===== src/rtl/lighthouse_pkg.sv =====
// lighthouse_pkg
//   Shared types and record layout for the lighthouse pulse capture block.
//   A record is packed MSB->LSB as {sensor, start timestamp, width}.
package lighthouse_pkg;

  typedef enum logic [1:0] {
    S_DISARMED = 2'd0,
    S_IDLE     = 2'd1,
    S_ACTIVE   = 2'd2
  } sense_state_e;

  localparam int DEF_SENSORS  = 2;
  localparam int DEF_TS_WIDTH = 24;
  localparam int DEF_W_WIDTH  = 16;

  // Sensor index field is at least one bit so a single-sensor build still
  // has a legal port.
  function automatic int sensor_idx_w(input int sensors);
    return (sensors > 1) ? $clog2(sensors) : 1;
  endfunction

  function automatic int rec_w(input int sensors, input int ts_w, input int w_w);
    return sensor_idx_w(sensors) + ts_w + w_w;
  endfunction

  localparam int REC_W = rec_w(DEF_SENSORS, DEF_TS_WIDTH, DEF_W_WIDTH);

endpackage


===== src/rtl/pulse_fifo.sv =====
// pulse_fifo
//   Synchronous first-word-fall-through FIFO holding packed pulse records.
//   Ports:
//     clk, reset     clock, async active-high reset
//     push_i, din_i  write request / data (ignored when full unless popping)
//     pop_i          remove head (ignored when empty)
//     dout_o         head record, zero while empty
//     full_o, empty_o
module pulse_fifo #(
  parameter int DW    = 8,
  parameter int DEPTH = 8
) (
  input  logic          clk,
  input  logic          reset,
  input  logic          push_i,
  input  logic [DW-1:0] din_i,
  input  logic          pop_i,
  output logic [DW-1:0] dout_o,
  output logic          full_o,
  output logic          empty_o
);

  localparam int AW = $clog2(DEPTH);

  logic [DW-1:0] mem_q [DEPTH];
  logic [AW:0]   wr_q, rd_q;
  logic          do_push, do_pop;

  assign empty_o = (wr_q == rd_q);
  assign full_o  = (wr_q[AW] != rd_q[AW]) && (wr_q[AW-1:0] == rd_q[AW-1:0]);
  assign do_pop  = pop_i && !empty_o;
  // A push into a full FIFO is fine when the head leaves in the same cycle.
  assign do_push = push_i && (!full_o || do_pop);
  assign dout_o  = empty_o ? '0 : mem_q[rd_q[AW-1:0]];

  always_ff @(posedge clk) begin
    if (do_push) mem_q[wr_q[AW-1:0]] <= din_i;
  end

  always_ff @(posedge clk or posedge reset) begin
    if (reset) begin
      wr_q <= '0;
      rd_q <= '0;
    end else begin
      if (do_push) wr_q <= wr_q + (AW+1)'(1);
      if (do_pop)  rd_q <= rd_q + (AW+1)'(1);
    end
  end

endmodule


===== src/rtl/pulse_capture.sv =====
// pulse_capture
//   Timestamps low-going envelope pulses from TS4231 receivers and queues
//   {sensor, start, width} records in a FWFT FIFO.
//   Ports:
//     clk, reset      24 MHz clock, async active-high reset
//     e               async envelope lines, low = light present
//     pulse_valid/ready, pulse_sensor/ts/width   record stream out
//     overflow        sticky: a pending record was overwritten
//
//   state      | meaning
//   -----------+--------------------------------------------------------
//   S_DISARMED | line not yet seen high since reset; ignore edges
//   S_IDLE     | line high, waiting for falling edge
//   S_ACTIVE   | line low, start timestamp latched, waiting for rise
module pulse_capture
  import lighthouse_pkg::*;
#(
  parameter int SENSORS   = 2,
  parameter int TS_WIDTH  = 24,
  parameter int W_WIDTH   = 16,
  parameter int MIN_WIDTH = 2,
  parameter int DEPTH     = 8,
  localparam int SW       = sensor_idx_w(SENSORS)
) (
  input  logic                clk,
  input  logic                reset,
  input  logic [SENSORS-1:0]  e,
  output logic                pulse_valid,
  input  logic                pulse_ready,
  output logic [SW-1:0]       pulse_sensor,
  output logic [TS_WIDTH-1:0] pulse_ts,
  output logic [W_WIDTH-1:0]  pulse_width,
  output logic                overflow
);

  localparam int RW = rec_w(SENSORS, TS_WIDTH, W_WIDTH);
  localparam int CW = (TS_WIDTH > W_WIDTH) ? TS_WIDTH : W_WIDTH;
  localparam logic [CW-1:0] WMAX = CW'({W_WIDTH{1'b1}});

  logic [SENSORS-1:0]  sync1_q, sync2_q, sync3_q, fall_q, rise_q;
  logic [1:0]          warm_q;
  logic                warm;
  logic [TS_WIDTH-1:0] cnt_q;

  sense_state_e        st_q    [SENSORS];
  sense_state_e        st_d    [SENSORS];
  logic [TS_WIDTH-1:0] start_q [SENSORS];
  logic [TS_WIDTH-1:0] start_d [SENSORS];
  logic [TS_WIDTH-1:0] pts_q   [SENSORS];
  logic [TS_WIDTH-1:0] pts_d   [SENSORS];
  logic [W_WIDTH-1:0]  pw_q    [SENSORS];
  logic [W_WIDTH-1:0]  pw_d    [SENSORS];
  logic [SENSORS-1:0]  pend_q, pend_d;
  logic [SW-1:0]       last_q, last_d;
  logic                ovf_q, ovf_d;

  logic                found, push, pop, fifo_full, fifo_empty;
  logic [SW-1:0]       sel, cand;
  logic [RW-1:0]       fifo_din, fifo_dout;

  // Sync chain resets high so an idle line does not look like an edge.
  // Edges are registered, giving a fixed 3-cycle pin-to-FSM delay.
  always_ff @(posedge clk or posedge reset) begin
    if (reset) begin
      sync1_q <= '1;
      sync2_q <= '1;
      sync3_q <= '1;
      fall_q  <= '0;
      rise_q  <= '0;
      warm_q  <= '0;
      cnt_q   <= '0;
    end else begin
      sync1_q <= e;
      sync2_q <= sync1_q;
      sync3_q <= sync2_q;
      fall_q  <= sync3_q & ~sync2_q;
      rise_q  <= sync2_q & ~sync3_q;
      if (warm_q != 2'd2) warm_q <= warm_q + 2'd1;
      cnt_q   <= cnt_q + TS_WIDTH'(1);
    end
  end

  // sync2 only holds a real pin sample two cycles after reset release;
  // before that its reset value must not arm the sensor.
  assign warm = (warm_q == 2'd2);

  assign pop = pulse_valid && pulse_ready;

  // Round-robin: search starts one past the last granted sensor.
  always_comb begin
    found = 1'b0;
    sel   = '0;
    cand  = '0;
    for (int k = 1; k <= SENSORS; k++) begin
      cand = SW'((int'(last_q) + k) % SENSORS);
      if (!found && pend_q[cand]) begin
        found = 1'b1;
        sel   = cand;
      end
    end
    push     = found && (!fifo_full || pop);
    fifo_din = {sel, pts_q[sel], pw_q[sel]};
  end

  always_comb begin
    logic [TS_WIDTH-1:0] diff;
    logic [W_WIDTH-1:0]  wsat;
    logic                gnt;
    diff   = '0;
    wsat   = '0;
    gnt    = 1'b0;
    pend_d = pend_q;
    ovf_d  = ovf_q;
    last_d = push ? sel : last_q;
    for (int i = 0; i < SENSORS; i++) begin
      st_d[i]    = st_q[i];
      start_d[i] = start_q[i];
      pts_d[i]   = pts_q[i];
      pw_d[i]    = pw_q[i];
      gnt        = push && (int'(sel) == i);
      if (gnt) pend_d[i] = 1'b0;
      diff = cnt_q - start_q[i];
      wsat = (CW'(diff) > WMAX) ? '1 : W_WIDTH'(diff);
      case (st_q[i])
        S_DISARMED: if (warm && sync2_q[i]) st_d[i] = S_IDLE;
        S_IDLE: begin
          if (fall_q[i]) begin
            st_d[i]    = S_ACTIVE;
            start_d[i] = cnt_q;
          end
        end
        S_ACTIVE: begin
          if (rise_q[i]) begin
            st_d[i] = S_IDLE;
            if (int'(wsat) >= MIN_WIDTH) begin
              // Unsent record still waiting: it is replaced, and lost.
              if (pend_q[i] && !gnt) ovf_d = 1'b1;
              pend_d[i] = 1'b1;
              pts_d[i]  = start_q[i];
              pw_d[i]   = wsat;
            end
          end
        end
        default: st_d[i] = S_DISARMED;
      endcase
    end
  end

  always_ff @(posedge clk or posedge reset) begin
    if (reset) begin
      for (int i = 0; i < SENSORS; i++) begin
        st_q[i]    <= S_DISARMED;
        start_q[i] <= '0;
        pts_q[i]   <= '0;
        pw_q[i]    <= '0;
      end
      pend_q <= '0;
      last_q <= SW'(SENSORS - 1);
      ovf_q  <= 1'b0;
    end else begin
      for (int i = 0; i < SENSORS; i++) begin
        st_q[i]    <= st_d[i];
        start_q[i] <= start_d[i];
        pts_q[i]   <= pts_d[i];
        pw_q[i]    <= pw_d[i];
      end
      pend_q <= pend_d;
      last_q <= last_d;
      ovf_q  <= ovf_d;
    end
  end

  pulse_fifo #(
    .DW    (RW),
    .DEPTH (DEPTH)
  ) u_fifo (
    .clk     (clk),
    .reset   (reset),
    .push_i  (push),
    .din_i   (fifo_din),
    .pop_i   (pop),
    .dout_o  (fifo_dout),
    .full_o  (fifo_full),
    .empty_o (fifo_empty)
  );

  assign pulse_valid = !fifo_empty;
  assign {pulse_sensor, pulse_ts, pulse_width} = fifo_dout;
  assign overflow = ovf_q;

endmodule


===== config.mk =====
export PLATFORM = sky130hd
export DESIGN_NAME = pulse_capture
export DESIGN_NICKNAME = d
export VERILOG_FILES = /design/src/rtl/lighthouse_pkg.sv /design/src/rtl/pulse_fifo.sv /design/src/rtl/pulse_capture.sv
export SDC_FILE = /design/constraint.sdc
export NUM_CORES = 1
export LEC_CHECK = 0
export CORE_ASPECT_RATIO = 2
export CORE_MARGIN = 2
export CORE_UTILIZATION = 40
export DETAILED_ROUTE_END_ITERATION = 7
export DONT_BUFFER_PORTS = 1
export PLACE_DENSITY = 0.55
export RECOVER_POWER = 50
export SETUP_SLACK_MARGIN = 0.1
export SYNTH_ARGS = -nofsm -noshare
export SYNTH_HDL_FRONTEND = slang
export SYNTH_SLANG_ARGS = --single-unit
export TNS_END_PERCENT = 50

===== constraint.sdc =====
create_clock -name clk -period 13.81 [get_ports clk]
set_clock_uncertainty 0.05 [all_clocks]
set_input_delay 2.762 -clock clk [delete_from_list [all_inputs] [get_ports clk]]
set_output_delay 2.762 -clock clk [all_outputs]
set_load 0.01 [all_outputs]

==> metrics.cfg <==
[setup_path]
worst_ep_required_time_ps=11000
path_class=reg2out
cp_cell_sequence=clkbuf_1 -> xnor2_1 -> nand3_1 -> nor2b_4 -> clkbuf_1 -> nor2_1
r2r_end=u_fifo.rd_q[1]
path_max_fanout=44
r2r_start=u_fifo.rd_q[2]
cpPeakStageDelay_ps=2910
crit_top_cell=clkbuf_1
reg2reg_slack_ps=7090
crit_end=pulse_ts[13]
cp_slowest_cell=clkbuf_1
startpoint=u_fifo.rd_q[2]
cp-start-kind=flip-flop
critPathArrivalTime_ps=6550
cp-end-kind=output pin
r2r_cells=8

[yosys]
synth-edff-count=328
synth_seq_cells=508
ys.warnings.count=0
yosysSeqAreaShare_pct=63.0
synth_area_um2=22800
synth_cells=1510
synthArstFlopShare_pct=35.4
yosys-top-cells-area=edfxtp_1, dfrtp_1, mux4_2
synth_top_area_cell=edfxtp_1
synth_nets=1567
yosysTopAreaCellShare_pct=43.2
avgSynthCellArea_um2=15.1
synth_ff_type=edfxtp_1
synth.distinct_cells=88

[pwr]
p_leak_nw=10.1
power.density_nw_per_um2=194
p_total_mw=4.93
vdd_drop_max_mv=0.0919

[cts]
cts-root-buf=clkbuf_16
cts_tree=yes
post_cts_resized=0
clkTransAtPathRegs_ps=60
cts.sinks=508
cts_hold_buf=0
cts_inserted_buffers=47
cts.htree.levels=2
cts_buffer_depth=3
post_cts_buffers=0
clk_latency_ps=590

[placed_design]
hpwl_um=34000
io_buffers=0
dp_slack_ps=8070
dp_cells=2229
globalplace.congestion=0.821
placed_area_um2=23700

[timing]
worstMarginPinSlew_ps=5000
slew_violations=318
slew_headroom_pct=-235
fin_crit_sh_pct=67.8
finalHoldViolCount=0
finalSetupTns_ps=0
fin_crit_ps=9370
finalSetupViolCount=0
fmax_ghz=0.107
rsz0062_at_grt=false
finalWorstSetupSlack_ps=4440
hold_ws_ps=311

[drt]
avgRoutedWirePerCell_um=22.6
vias=12500
drt_pass1_iterations=5
drc=0
drt_iter0_markers=733
drt-total-wl_um=52400
drt-met1-wl_um=20300
route.top_layer_used=met4
wl_met3_um=1410
vias_per_cell=5.41
ant_nets=0
wl_met2_um=29000

[grt]
gr-total-overflow=0
grt_pass1_vias=13200
grt_max_degree=107
antenna_found_initial=0
grt_pass1_wl_um=80600
grtUsageTotal_pct=18.0

[hold_path]
hold_path.class=reg2reg
hold_start=sync1_q[1]

[flow_run]
maxCapViolCount=6

[final_layout]
fin_area_um2=25400
layout.cells.non_filler=2316
drive_gt1_share_pct=18.1
finish.utilization_pct=45.0
area_growth_syn_to_layout_pct=11.2
nNetsFinal=1585
diodes=0

[status]
status=finished with violations
violations=max-capacitance violations, max-slew violations

[floorplan]
start_util_pct=40.5
die_w_um=173
die-area_um2=59000
rows=123
coreArea_um2=56300
die_h_um=342
io_pins=48

## power breakdown
group          switching (mW)  total, mW  internal (mW)
logic                   0.871       1.49          0.622
clock network           0.577       1.40          0.826
registers               0.137       2.03           1.89
total                    1.58       4.93           3.34
## area by class of cell
type                            count  area (um2)
Fill cell                        5050       31000
Sequential cell                   508       14400
Multi-Input combinational cell    844        7820
Clock buffer                       54        1210
Tap cell                          750         938
Clock inverter                     33         465
Inverter                           98         369
Timing Repair Buffer               29         176
## worst max-delay path: cells and delay by family, from the launching register on
| family | cells | cell delay (ps) |
|---|---|---|
| AND/OR/NAND/NOR | 3 | 840 |
| buffers and inverters | 2 | 4490 |
| XOR/XNOR | 1 | 270 |
| flip-flops | 1 | 340 |
## layer usage
layer | global-route usage [%] | vias to the layer above
li1 | - | 5724
met1 | 20.6 | 6516
met2 | 34.3 | 202
met3 | 1.90 | 87
met4 | 6.48 | 0
met5 | 0 | -
## how the worst min path moves through the flow
stage / slack, ps / depth (start not counted) / endpoint
floorplan: 300 / 0 / sync2_q[0]
global placement: 300 / 0 / sync2_q[1]
detailed placement: 300 / 0 / sync2_q[1]
CTS: 310 / 0 / sync2_q[0]
global route: 320 / 0 / sync2_q[1]
finish: 310 / 0 / sync2_q[1]
## placed cells by master (no fill, tap or decap), types with 10 or more instances in the layout
cell / n
a21o_1: 17
a21oi_1: 34
a22oi_1: 15
a2bb2oi_2: 10
buf_4: 18
bufinv_16: 10
clkbuf_1: 17
clkbuf_16: 47
dfrtp_1: 170
edfxtp_1: 328
ha_1: 50
inv_1: 96
mux2_1: 69
mux2_2: 47
mux2i_1: 45
mux4_2: 82
nand2_1: 69
nand2b_1: 10
nand3_1: 16
nand4_1: 13
nor2_1: 85
o21a_1: 11
o21ai_0: 51
xnor2_1: 43
xor2_1: 25
## synth_stat cells, types with 6 or more instances
library cell / instances
xor2_1: 25
a22oi_1: 15
buf_1: 15
dfrtp_1: 173
o21ai_1: 6
o21a_1: 11
nand2_1: 69
xnor2_1: 43
ha_1: 50
mux2_2: 71
nand3_1: 16
dfstp_2: 7
a211o_1: 6
nor2_1: 87
nand4_1: 13
nor3_1: 11
mux2_1: 45
a31oi_1: 6
edfxtp_1: 328
a21o_1: 17
nand2b_1: 10
inv_1: 97
o21ai_0: 51
nor2b_1: 10
mux2i_1: 45
a211oi_1: 6
clkbuf_1: 31
a21oi_1: 34
a2bb2oi_2: 10
mux4_2: 82
## kinds of logic (layout without fill, tap and decap cells)
kind of cell,after synthesis,after routing,synth area share [%]
flip-flops,508,508,63.0
buffers and inverters,158,214,2.95
adder cells (fa/ha/maj),52,52,2.92
multiplexers,243,243,15.8
XOR/XNOR,69,69,2.68
AND/OR/NAND/NOR,258,258,5.45
AO/OA/AOI/OAI,222,222,7.22
## sequential cells by signal (all words and copies together) (netlist names)
signal	cells
pw_q	32
overflow	1
st_q	4
start_q	48
u_fifo.wr_q	4
cnt_q	24
rise_q	2
sync2_q	2
u_fifo.rd_q	4
pts_q	48
warm_q	2
u_fifo.mem_q	328
pend_q	2
fall_q	2
last_q	1
sync1_q	2
sync3_q	2
(Power assumes the default switching activity.)
